==> config.mk <==
export PLATFORM = sky130hd
export DESIGN_NAME = awb_gain_ctrl
export DESIGN_NICKNAME = d
export VERILOG_FILES = /design/src/rtl/awb_gain_ctrl_pkg.sv /design/src/rtl/awb_div.sv /design/src/rtl/awb_gain_ctrl.sv
export SDC_FILE = /design/constraint.sdc
export NUM_CORES = 1
export LEC_CHECK = 0
export ABC_AREA = 1
export CORE_UTILIZATION = 60
export DETAILED_ROUTE_END_ITERATION = 7
export MAX_ROUTING_LAYER = met4
export PLACE_DENSITY = 0.81
export SYNTH_ARGS = -nofsm -noshare
export SYNTH_HDL_FRONTEND = slang
export SYNTH_SLANG_ARGS = --single-unit
==> constraint.sdc <==
create_clock -name clk -period 4.4 [get_ports clk]
set_input_delay 0.66 -clock clk [delete_from_list [all_inputs] [get_ports clk]]
set_output_delay 0.66 -clock clk [all_outputs]
set_load 0.02 [all_outputs]
==> src/rtl/awb_gain_ctrl_pkg.sv <==
`default_nettype none
// ============================================================================
// Module      : awb_gain_ctrl_pkg
// Description : Shared types and constants for the gray-world AWB controller.
// Revision    : 1.0 - initial release
// ============================================================================
package awb_gain_ctrl_pkg;

    localparam logic [1:0] CFA_RGGB = 2'b00;
    localparam logic [1:0] CFA_GRBG = 2'b01;
    localparam logic [1:0] CFA_GBRG = 2'b10;
    localparam logic [1:0] CFA_BGGR = 2'b11;

    localparam logic [7:0] GAIN_UNITY = 8'h80;
    localparam logic [7:0] GAIN_MAX   = 8'hFF;

    typedef enum logic [1:0] {
        CH_R = 2'd0,
        CH_G = 2'd1,
        CH_B = 2'd2
    } awb_ch_t;

    typedef enum logic [1:0] {
        IDLE   = 2'd0,
        DIV_R  = 2'd1,
        DIV_B  = 2'd2,
        UPDATE = 2'd3
    } awb_state_t;

    // Row 0 / column 0 always carries the first letter pair of the pattern name.
    function automatic awb_ch_t cfa_channel(input logic [1:0] pattern,
                                            input logic       v_odd,
                                            input logic       h_odd);
        awb_ch_t ch;
        ch = CH_G;
        case (pattern)
            CFA_RGGB: begin
                if (!v_odd && !h_odd)     ch = CH_R;
                else if (v_odd && h_odd)  ch = CH_B;
            end
            CFA_GRBG: begin
                if (!v_odd && h_odd)      ch = CH_R;
                else if (v_odd && !h_odd) ch = CH_B;
            end
            CFA_GBRG: begin
                if (!v_odd && h_odd)      ch = CH_B;
                else if (v_odd && !h_odd) ch = CH_R;
            end
            default: begin
                if (!v_odd && !h_odd)     ch = CH_B;
                else if (v_odd && h_odd)  ch = CH_R;
            end
        endcase
        return ch;
    endfunction

    function automatic logic [7:0] gain_smooth(input logic [7:0] old_gain,
                                               input logic [7:0] new_gain);
        logic [9:0] mix;
        mix = ({2'b00, old_gain} << 1) + {2'b00, old_gain} + {2'b00, new_gain};
        return mix[9:2];
    endfunction

endpackage
`default_nettype wire

==> src/rtl/awb_div.sv <==
`default_nettype none
// ============================================================================
// Module      : awb_div
// Description : 9-cycle serial restoring divider, 8-bit quotient saturating at 0xFF.
// Revision    : 1.0 - initial release
// ============================================================================
module awb_div
    import awb_gain_ctrl_pkg::*;
#(
    parameter int ACC_W = 30
) (
    input  logic               clk,
    input  logic               rst_n,
    input  logic               start,
    input  logic [ACC_W+5:0]   num,
    input  logic [ACC_W-1:0]   den,
    output logic               done,
    output logic [7:0]         q
);

    localparam int REM_W = ACC_W + 8;

    logic [REM_W-1:0] r_rem;
    logic [ACC_W-1:0] r_den;
    logic [2:0]       r_step;
    logic             r_run;
    logic             r_sat;
    logic [7:0]       r_q;

    logic [REM_W-1:0] w_num_ext;
    logic [REM_W-1:0] w_den_sh8;
    logic             w_sat;
    logic [2:0]       w_bit;
    logic [REM_W-1:0] w_trial;
    logic             w_ge;

    assign w_num_ext = {2'b00, num};
    assign w_den_sh8 = {den, 8'h00};
    assign w_sat     = (den == '0) || (w_num_ext >= w_den_sh8);
    assign w_bit     = 3'd7 - r_step;
    assign w_trial   = {8'h00, r_den} << w_bit;
    assign w_ge      = (r_rem >= w_trial);

    // Start edge is the saturation check; the following eight edges each
    // resolve one quotient bit even when saturated, so latency is fixed.
    always_ff @(posedge clk or negedge rst_n) begin
        if (!rst_n) begin
            r_rem  <= '0;
            r_den  <= '0;
            r_step <= 3'd0;
            r_run  <= 1'b0;
            r_sat  <= 1'b0;
            r_q    <= 8'h00;
        end else if (start) begin
            r_rem  <= w_num_ext;
            r_den  <= den;
            r_step <= 3'd0;
            r_run  <= 1'b1;
            r_sat  <= w_sat;
            r_q    <= w_sat ? GAIN_MAX : 8'h00;
        end else if (r_run) begin
            if (!r_sat && w_ge) begin
                r_rem      <= r_rem - w_trial;
                r_q[w_bit] <= 1'b1;
            end
            r_step <= r_step + 3'd1;
            if (r_step == 3'd7) begin
                r_run <= 1'b0;
            end
        end
    end

    assign done = r_run && (r_step == 3'd7);
    assign q    = r_q;

endmodule
`default_nettype wire

==> src/rtl/awb_gain_ctrl.sv <==
`default_nettype none
// ============================================================================
// Module      : awb_gain_ctrl
// Description : Gray-world AWB controller; per-frame R/G/B sums -> R/B gains.
//               Define AWB_SMOOTH_EN for temporal (3*old+new)/4 gain smoothing.
// Revision    : 1.0 - initial release
// ============================================================================
module awb_gain_ctrl
    import awb_gain_ctrl_pkg::*;
#(
    parameter int         ACC_W  = 30,
    parameter logic [7:0] SAT_TH = 8'd250
) (
    input  logic        clk,
    input  logic        rst_n,
    input  logic        clken,
    input  logic [7:0]  din,
    input  logic [1:0]  pattern,
    input  logic [10:0] h_active,
    input  logic [10:0] v_active,
    input  logic        awb_en,
    input  logic [7:0]  man_r_gain,
    input  logic [7:0]  man_g_gain,
    input  logic [7:0]  man_b_gain,
    output logic [7:0]  r_gain,
    output logic [7:0]  g_gain,
    output logic [7:0]  b_gain,
    output logic        gain_valid,
    output logic        busy
);

    logic [10:0]      r_h_cnt;
    logic [10:0]      r_v_cnt;
    logic [ACC_W-1:0] r_sum_r, r_sum_g, r_sum_b;
    logic [ACC_W-1:0] r_snap_r, r_snap_g, r_snap_b;
    awb_state_t       r_state;
    logic             r_start;
    logic [7:0]       r_q_r;
    logic [7:0]       r_gain_r, r_gain_g, r_gain_b;
    logic             r_gain_valid;

    awb_ch_t          w_ch;
    logic             w_take;
    logic [ACC_W-1:0] w_pix;
    logic [ACC_W-1:0] w_next_r, w_next_g, w_next_b;
    logic             w_h_last, w_v_last, w_frame_end;
    logic [ACC_W+5:0] w_num;
    logic [ACC_W-1:0] w_den;
    logic             w_div_done;
    logic [7:0]       w_div_q;
    logic [7:0]       w_new_r, w_new_g, w_new_b;

    assign w_ch        = cfa_channel(pattern, r_v_cnt[0], r_h_cnt[0]);
    assign w_take      = clken && (din < SAT_TH);
    assign w_pix       = {{(ACC_W-8){1'b0}}, din};
    assign w_next_r    = r_sum_r + ((w_take && w_ch == CH_R) ? w_pix : '0);
    assign w_next_g    = r_sum_g + ((w_take && w_ch == CH_G) ? w_pix : '0);
    assign w_next_b    = r_sum_b + ((w_take && w_ch == CH_B) ? w_pix : '0);
    assign w_h_last    = (r_h_cnt == h_active - 11'd1);
    assign w_v_last    = (r_v_cnt == v_active - 11'd1);
    assign w_frame_end = clken && w_h_last && w_v_last;

    // G has twice the samples of R/B, hence <<6 rather than <<7.
    assign w_num = {r_snap_g, 6'b000000};
    assign w_den = (r_state == DIV_B) ? r_snap_b : r_snap_r;

    awb_div #(
        .ACC_W (ACC_W)
    ) u_div (
        .clk   (clk),
        .rst_n (rst_n),
        .start (r_start),
        .num   (w_num),
        .den   (w_den),
        .done  (w_div_done),
        .q     (w_div_q)
    );

`ifdef AWB_SMOOTH_EN
    assign w_new_r = gain_smooth(r_gain_r, r_q_r);
    assign w_new_g = gain_smooth(r_gain_g, GAIN_UNITY);
    assign w_new_b = gain_smooth(r_gain_b, w_div_q);
`else
    assign w_new_r = r_q_r;
    assign w_new_g = GAIN_UNITY;
    assign w_new_b = w_div_q;
`endif

    always_ff @(posedge clk or negedge rst_n) begin
        if (!rst_n) begin
            r_h_cnt      <= 11'd0;
            r_v_cnt      <= 11'd0;
            r_sum_r      <= '0;
            r_sum_g      <= '0;
            r_sum_b      <= '0;
            r_snap_r     <= '0;
            r_snap_g     <= '0;
            r_snap_b     <= '0;
            r_state      <= IDLE;
            r_start      <= 1'b0;
            r_q_r        <= 8'h00;
            r_gain_r     <= GAIN_UNITY;
            r_gain_g     <= GAIN_UNITY;
            r_gain_b     <= GAIN_UNITY;
            r_gain_valid <= 1'b0;
        end else begin
            if (clken) begin
                if (w_h_last) begin
                    r_h_cnt <= 11'd0;
                    r_v_cnt <= w_v_last ? 11'd0 : r_v_cnt + 11'd1;
                end else begin
                    r_h_cnt <= r_h_cnt + 11'd1;
                end
            end

            if (w_frame_end) begin
                r_sum_r <= '0;
                r_sum_g <= '0;
                r_sum_b <= '0;
                if (r_state == IDLE) begin
                    r_snap_r <= w_next_r;
                    r_snap_g <= w_next_g;
                    r_snap_b <= w_next_b;
                end
            end else begin
                r_sum_r <= w_next_r;
                r_sum_g <= w_next_g;
                r_sum_b <= w_next_b;
            end

            r_start      <= 1'b0;
            r_gain_valid <= 1'b0;

            if (!awb_en) begin
                r_gain_r <= man_r_gain;
                r_gain_g <= man_g_gain;
                r_gain_b <= man_b_gain;
            end

            case (r_state)
                IDLE: begin
                    if (w_frame_end) begin
                        r_state <= DIV_R;
                        r_start <= 1'b1;
                    end
                end
                DIV_R: begin
                    if (w_div_done) begin
                        r_state <= DIV_B;
                        r_start <= 1'b1;
                    end
                end
                DIV_B: begin
                    // Divider still holds the R quotient on the B start edge.
                    if (r_start) begin
                        r_q_r <= w_div_q;
                    end
                    if (w_div_done) begin
                        r_state <= UPDATE;
                    end
                end
                UPDATE: begin
                    r_state <= IDLE;
                    if (awb_en) begin
                        r_gain_r     <= w_new_r;
                        r_gain_g     <= w_new_g;
                        r_gain_b     <= w_new_b;
                        r_gain_valid <= 1'b1;
                    end
                end
                default: r_state <= IDLE;
            endcase
        end
    end

    assign r_gain     = r_gain_r;
    assign g_gain     = r_gain_g;
    assign b_gain     = r_gain_b;
    assign gain_valid = r_gain_valid;
    assign busy       = (r_state != IDLE);

endmodule
`default_nettype wire

# After elaboration in Yosys (flattened, before gate mapping)
# Cells that the tools add are included.
# op_classes
addsub,10
multipliers,0
div,0
order_cmp,5
n_eq_ne,13
n_shift,1
mux,50
bitwise,1
reduce_logical,29
# ops
cell,count
2-to-1 mux 8 bit,16
2-to-1 mux 30 bit,4
2-to-1 mux 38 bit,3
adder 30 x 8 -> 30 bit,3
>= comparator 36 x 38 -> 1 bit,1
>= comparator 38 bit,1
<< shifter 30 x 3 -> 38 bit,1
subtractor 38 bit,1
logical NOT 30 bit,1
adder 11 x 1 -> 11 bit (second input constant),2
equality test 11 bit,2
2-to-1 mux 11 bit,2
subtractor 11 x 1 -> 11 bit (second input constant),2
2-to-1 mux 2 bit,9
logical AND 1 bit,13
2-to-1 mux 1 bit,10
equality test 2 bit (second input constant),4
< comparator 8 bit (second input constant),1
OR 8 bit,1
one-hot mux 2 bit (4 select lines),1
AND reduction 2 bit,4
equality test 2 x 1 -> 1 bit (second input constant),3
logical NOT 2 bit,3
2-to-1 mux 3 bit,2
other kinds (14),19
# totals
reg_bits,319
latch_bits,0
ram_bits,0
rom_bits,0
input_bits,60
output_inout_bits,26
wordCells,130
memories,0

# Depth between registers and ports, before layout
# logic_depth
word_depth,10
depth_mapped,23

# By module
# A second synthesis with hierarchy kept.
# hier_totals
hier_cells,3212
hier_area_um2,21780.9
# by_module_without_submodules
module,n_inst,cells_each,area_each_um2
awb_gain_ctrl,1,1726,13200.2
awb_div,1,1486,8580.7

# Worst setup path after synthesis
# No wires, ideal clock.
# synth_path
path_kind,register to register
start,register r_v_cnt[0]
end,register r_snap_g[24]
t_arrival_ns,3.302
path_slack_ns,0.968
path_stages_with_launch,22
period_less_slack_ns,3.432
path_cell_list,dfrtp_1 -> inv_1 -> ha_1 -> nand2_1 -> nor2_1 -> a311oi_1 -> nand2_1 -> nor2_1 -> inv_1 -> nor2_1 -> ha_1 -> inv_1 -> fa_1 -> o21ai_0 -> nand2_1 -> nand2_1 -> nand2_1 -> nor2_1 -> nand2_1 -> xor2_1 -> inv_1 -> o21ai_1
# synth_between
elab_chain_len,8
elab_cells_between_ends,21
# synth_rtl
item,line,text
"start, declared",awb_gain_ctrl.sv:33,logic [10:0] r_v_cnt;
"start signal, assigned",awb_gain_ctrl.sv:110,r_v_cnt <= w_v_last ? 11'd0 : r_v_cnt + 11'd1;
"logical AND 1 bit, or another cell as far along","awb_gain_ctrl_pkg.sv:39, awb_gain_ctrl_pkg.sv:51",
"2-to-1 mux 1 bit, or another cell as far along",awb_gain_ctrl_pkg.sv:51,else if (v_odd && h_odd) ch = CH_R;
2-to-1 mux 2 bit (on tied branches),--,
one-hot mux 2 bit (3 select lines),awb_gain_ctrl_pkg.sv:36,case (pattern)
equality test 2 x 1 -> 1 bit,awb_gain_ctrl.sv:57,assign w_next_g = r_sum_g + ((w_take && w_ch == CH_G) ? w_pix : '0);
logical AND 1 bit,awb_gain_ctrl.sv:57,
2-to-1 mux 8 bit,awb_gain_ctrl.sv:57,
adder 30 x 8 -> 30 bit,awb_gain_ctrl.sv:57,
"end signal, assigned",awb_gain_ctrl.sv:122,r_snap_g <= w_next_g;
"end, declared",awb_gain_ctrl.sv:35,"logic [ACC_W-1:0] r_snap_r, r_snap_g, r_snap_b;"
# Several ways; a longest one is shown, not always the timed one.
# A chain may end at the register's enable or synchronous reset.

# Worst setup path after layout
# layout_path
start,register u_div.r_step[0]
end,register u_div.r_rem[9]
# layout_between
elab_chain_len,6
elab_cells_between_ends,10
# layout_rtl
item,line,text
"start, declared",awb_div.sv:25,logic [2:0] r_step;
"start signal, assigned",awb_div.sv:66,r_step <= r_step + 3'd1;
subtractor 3 bit (*),awb_div.sv:40,assign w_bit = 3'd7 - r_step;
<< shifter 30 x 3 -> 38 bit (*),awb_div.sv:41,"assign w_trial = {8'h00, r_den} << w_bit;"
subtractor 38 bit or >= comparator 38 bit (tied branches),"awb_div.sv:63, awb_div.sv:42",
2-to-1 mux 38 bit or logical AND 1 bit (tied branches),awb_div.sv:62,if (!r_sat && w_ge) begin
2-to-1 mux 38 bit or nonzero test 2 bit (tied branches),--,
2-to-1 mux 38 bit or AND reduction 2 bit (tied branches),--,
"end signal, assigned",awb_div.sv:55,r_rem <= w_num_ext;
"end signal, assigned",awb_div.sv:63,r_rem <= r_rem - w_trial;
"end, declared",awb_div.sv:23,logic [REM_W-1:0] r_rem;
# Every way passes the cells marked *; elsewhere a longest branch is shown, timed or not. The select of a mux whose other input is x is not followed.

==> summary.txt <==
Outcome
  – Outcome: finished clean

Routing
  – Routed wire per std cell: 16.87 microns
  – Drt drc: 0
  – Post-Route WL: 59.06 mm
  – Final ANT Viol Nets: 0
  – Vias per cell: 5.638
  – First-pass DRT Iterations: 6
  – Routed via count: 19740
  – First DRT Iteration DRCs: 1579

Cells and area
  – Area Growth Syn to Fin: 12.81%
  – Share of post-route cells with drive strength above 1: 0.04291
  – N_diodes: 0
  – Nets: 3193
  – Post-Route Utilization: 0.6929

Critical path
  – Critical Path RT: 4830 ps
  – Crit path max-delay family: simple AND/OR/NAND/NOR gates
  – RR Startpoint: u_div.r_step[0]$_DFFE_PN0P_
  – Data arrival, critical path: 4580 ps
  – Critical path class: reg -> reg
  – CP Capture Type: register
  – Crit-path cells: buf_4, o21ai_0, o21ai_0, or2_2, ha_1, nand2_1, nand3_1, nand2_1, nand2_1, nand4_1, nand3_1, nand2_1, nand2_1, nand2_2, clkinv_1, buf_12, nand2_1, nand2_1
  – Startpoint types: register
  – CP startpoint: u_div.r_step[0]$_DFFE_PN0P_
  – Most used cell, CP: nand2_1
  – Worst path slowest cell: o21ai_0
  – Buf/Inv on CP: 3
  – Max incr delay on CP: 450 ps
  – Critical path peak fanout: 37

STA
  – Final min period: 4147 ps
  – Sum Neg Setup Slack: 0 ps
  – Slew Viols, Final: 0
  – PnR worst setup slack: 253.0 ps
  – Unrepaired setup endpoints after global routing: no
  – Final setup fails: 0
  – Final Hold Viols: 0
  – Clk_skew: 19.31 ps
  – Slew margin rel.: 0.3832
  – Fmax achieved: 0.2411 GHz
  – Crit share post-route: 0.9425
  – Worst Max-Slew Pin Slew: 925.2 ps

Global route
  – First-pass GRT wire length: 96.41 mm
  – Pin count of the biggest net entering global routing: 139
  – Vias in the first global route: 18920
  – Overall routing resource usage: 0.3501
  – GRT overflow: 0
  – Initial antenna violation count: 0

Clock tree
  – Max clock buf depth: 3
  – Post-CTS Setup Inserts: 0
  – TritonCTS clock tree: built
  – CTS Sinks: 319
  – Worst skew pair latency: 550 ps
  – Number of H-tree levels: 2
  – CTS buffer count: 37
  – Clock transition at the registers of the reported paths: 70 ps
  – CTS Hold Bufs: 0
  – Clk root buf: clkbuf_16

Die
  – Die Span X: 187.7 microns
  – IO Pins: 86
  – Die H: 187.7 microns
  – Starting density of the core: 0.6142
  – Core box area: 0.03370 sq mm
  – Row count: 67
  – Die ar.: 0.03524 sq mm

Power and ir drop
  – Switching Fraction: 0.3244
  – Combinational Power Share: 0.248
  – Pleak: 12.24 nW
  – Clock Power Share: 0.366
  – PD cells: 376.7 mW/mm^2
  – Reg power frac: 0.386
  – Peak supply drop: 319.9 uV
  – Total chip power: 0.008796 W
  – Net Sw Power: 0.002854 W
  – Internal cell power: 0.005942 W

Hold path
  – Hold Crit Class: in -> async

Flow run
  – Max cap viols: 0

Logic synthesis
  – Main synth FF type: dfrtp_1
  – EDFF count, synth: 0
  – Mean post-synth cell area: 7.024 sq um
  – Yosys cell types: 46
  – Syn Std Cell Area: 0.02070 sq mm
  – Sequential area share after synthesis: 0.3858
  – Synthesized net count: 3114
  – Syn Inst Count: 2947
  – Async S/R FF share, synth: 1.000
  – Syn. warnings: 0
  – Flops & latches, synth: 319

Place
  – Place WS: 105.0 ps
  – Gpl congestion: 1.009
  – Detailed placement HPWL: 44.63 mm
  – Number of I/O port buffers: 85
## power by group through the flow
stage	Sequential (W)	Combinational (W)	Clock [W]
finish	0.00340	0.00218	0.00322
global placement	0.00343	0.00208	0
detailed placement	0.00344	0.00215	0
floorplan	0.00345	0.00138	0
global route	0.00342	0.00243	0.00336
CTS	0.00339	0.00217	0.00325
## cells in the mapped netlist (9+ instances only)
| cell | count | share of area |
|---|---|---|
| dfrtp_1 | 316 | 0.38 |
| inv_1 | 291 | 0.053 |
| nor4_1 | 10 | 0.0030 |
| nand3_1 | 143 | 0.035 |
| xor2_1 | 70 | 0.030 |
| nand4_1 | 30 | 0.0091 |
| nand2_1 | 1014 | 0.18 |
| buf_6 | 9 | 0.0049 |
| xnor2_1 | 46 | 0.019 |
| o21ai_1 | 91 | 0.022 |
| nor2_1 | 320 | 0.058 |
| o211ai_1 | 10 | 0.0036 |
| or2_2 | 10 | 0.0030 |
| ha_1 | 103 | 0.062 |
| nor3_1 | 37 | 0.0089 |
| clkbuf_1 | 54 | 0.0098 |
| buf_2 | 9 | 0.0022 |
| a21oi_1 | 96 | 0.023 |
| o21ai_0 | 185 | 0.045 |
| nand3b_1 | 17 | 0.0062 |
## metrics by stage
stage / instance area, sq um / instances / hold slack (ps)
6_report: 23350 / 3501 / 114.0
4_1_cts: 23350 / 3501 / 220.0
5_1_grt: 23350 / 3501 / 183.8
3_3_place_gp: 22080 / 3435 / 458.5
3_5_place_dp: 22080 / 3435 / 462.9
2_1_floorplan: 20700 / 2947 / 364.4
## per-layer routing
metal	wire length, microns	track usage
met5	0	-
met4	1801	0.1104
met3	3823	0.04398
met2	28300	0.5699
met1	25140	0.4558
## cell type report
| class | count | area, sq um |
|---|---|---|
| Multi-Input combinational cell | 2245 | 11190 |
| Fill cell | 2929 | 10350 |
| Clock inverter | 15 | 210.2 |
| Inverter | 299 | 1126 |
| Sequential cell | 319 | 7986 |
| Timing Repair Buffer | 124 | 1224 |
| Clock buffer | 51 | 1059 |
| Tap cell | 448 | 560.5 |
## layout by cell type, fill, tap and decap left out, types with 3 or more instances in the layout
master	Yosys	routed
inv_2	4	5
nand4_1	30	30
nand2_1	1014	1013
dfstp_2	3	3
nor3b_1	3	3
a21o_1	3	3
xnor2_1	46	46
a31oi_1	6	6
o21bai_1	4	4
nand3b_1	17	17
clkinvlp_4	0	3
xor2_1	70	70
nor3_1	37	37
buf_4	3	33
o21a_1	5	5
clkinv_1	4	3
clkbuf_1	54	6
clkinv_2	0	5
a22oi_1	3	3
nor2_2	7	7
o21ai_1	91	91
fa_1	4	4
nand3_1	143	143
nor2_1	320	320
o211ai_1	10	10
mux2i_1	7	7
ha_1	103	103
nor4_1	10	10
clkbuf_16	0	37
buf_12	0	6
a21boi_0	3	3
clkbuf_8	0	8
clkdlybuf4s50_1	0	84
or2_2	10	10
o21ai_0	185	185
a21oi_1	96	96
dfrtp_1	316	316
bufinv_16	0	4
inv_1	291	290
a22o_1	7	7
## registers in the layout, summed over array words and instances (netlist names), named ones only
| register | cells |
|---|---|
| u_div.r_rem | 38 |
| r_snap_b | 30 |
| r_snap_g | 30 |
| r_snap_r | 30 |
| r_sum_b | 30 |
| r_sum_g | 30 |
| r_sum_r | 30 |
| u_div.r_den | 30 |
| r_h_cnt | 11 |
| r_v_cnt | 11 |
| r_q_r | 8 |
| u_div.q | 8 |
| r_gain | 7 |
| u_div.r_step | 3 |
| r_state | 2 |
| gain_valid | 1 |
| r_start | 1 |
| u_div.r_run | 1 |
| u_div.r_sat | 1 |
## final timing paths
kind                            depth (start not counted)  slack, ps                    endpoint
worst max-delay path                                   18        250  u_div.r_rem[9]$_DFFE_PN0P_
worst min-delay path                                    1        110  u_div.r_rem[3]$_DFFE_PN0P_
worst max register to register                         18        250  u_div.r_rem[9]$_DFFE_PN0P_
worst min register to register                          2        480         r_gain[6]$_DFF_PN0_
max in group asynchronous                               2       3170                   async pin
min in group clk                                        2        480         r_gain[6]$_DFF_PN0_
## logic make-up after synthesis
| family | after synthesis | share of synthesized area |
|---|---|---|
| adders and majority gates | 107 | 0.06613 |
| DFF | 319 | 0.3858 |
| muxes | 7 | 0.003385 |
| AOI/OAI and AO/OA | 417 | 0.1063 |
| and+or+nand+nor | 1596 | 0.3132 |
| buffers and inverters | 383 | 0.07387 |
| xor gates and xnor gates | 118 | 0.05132 |
## repair_timing
| action | in CTS | in global routing |
|---|---|---|
| setup endpoints to repair | 0 | 26 |
| endpoints found under the hold margin | 0 | 0 |
| gates resized for setup | 0 | 1 |
(Power assumes the default switching activity.)
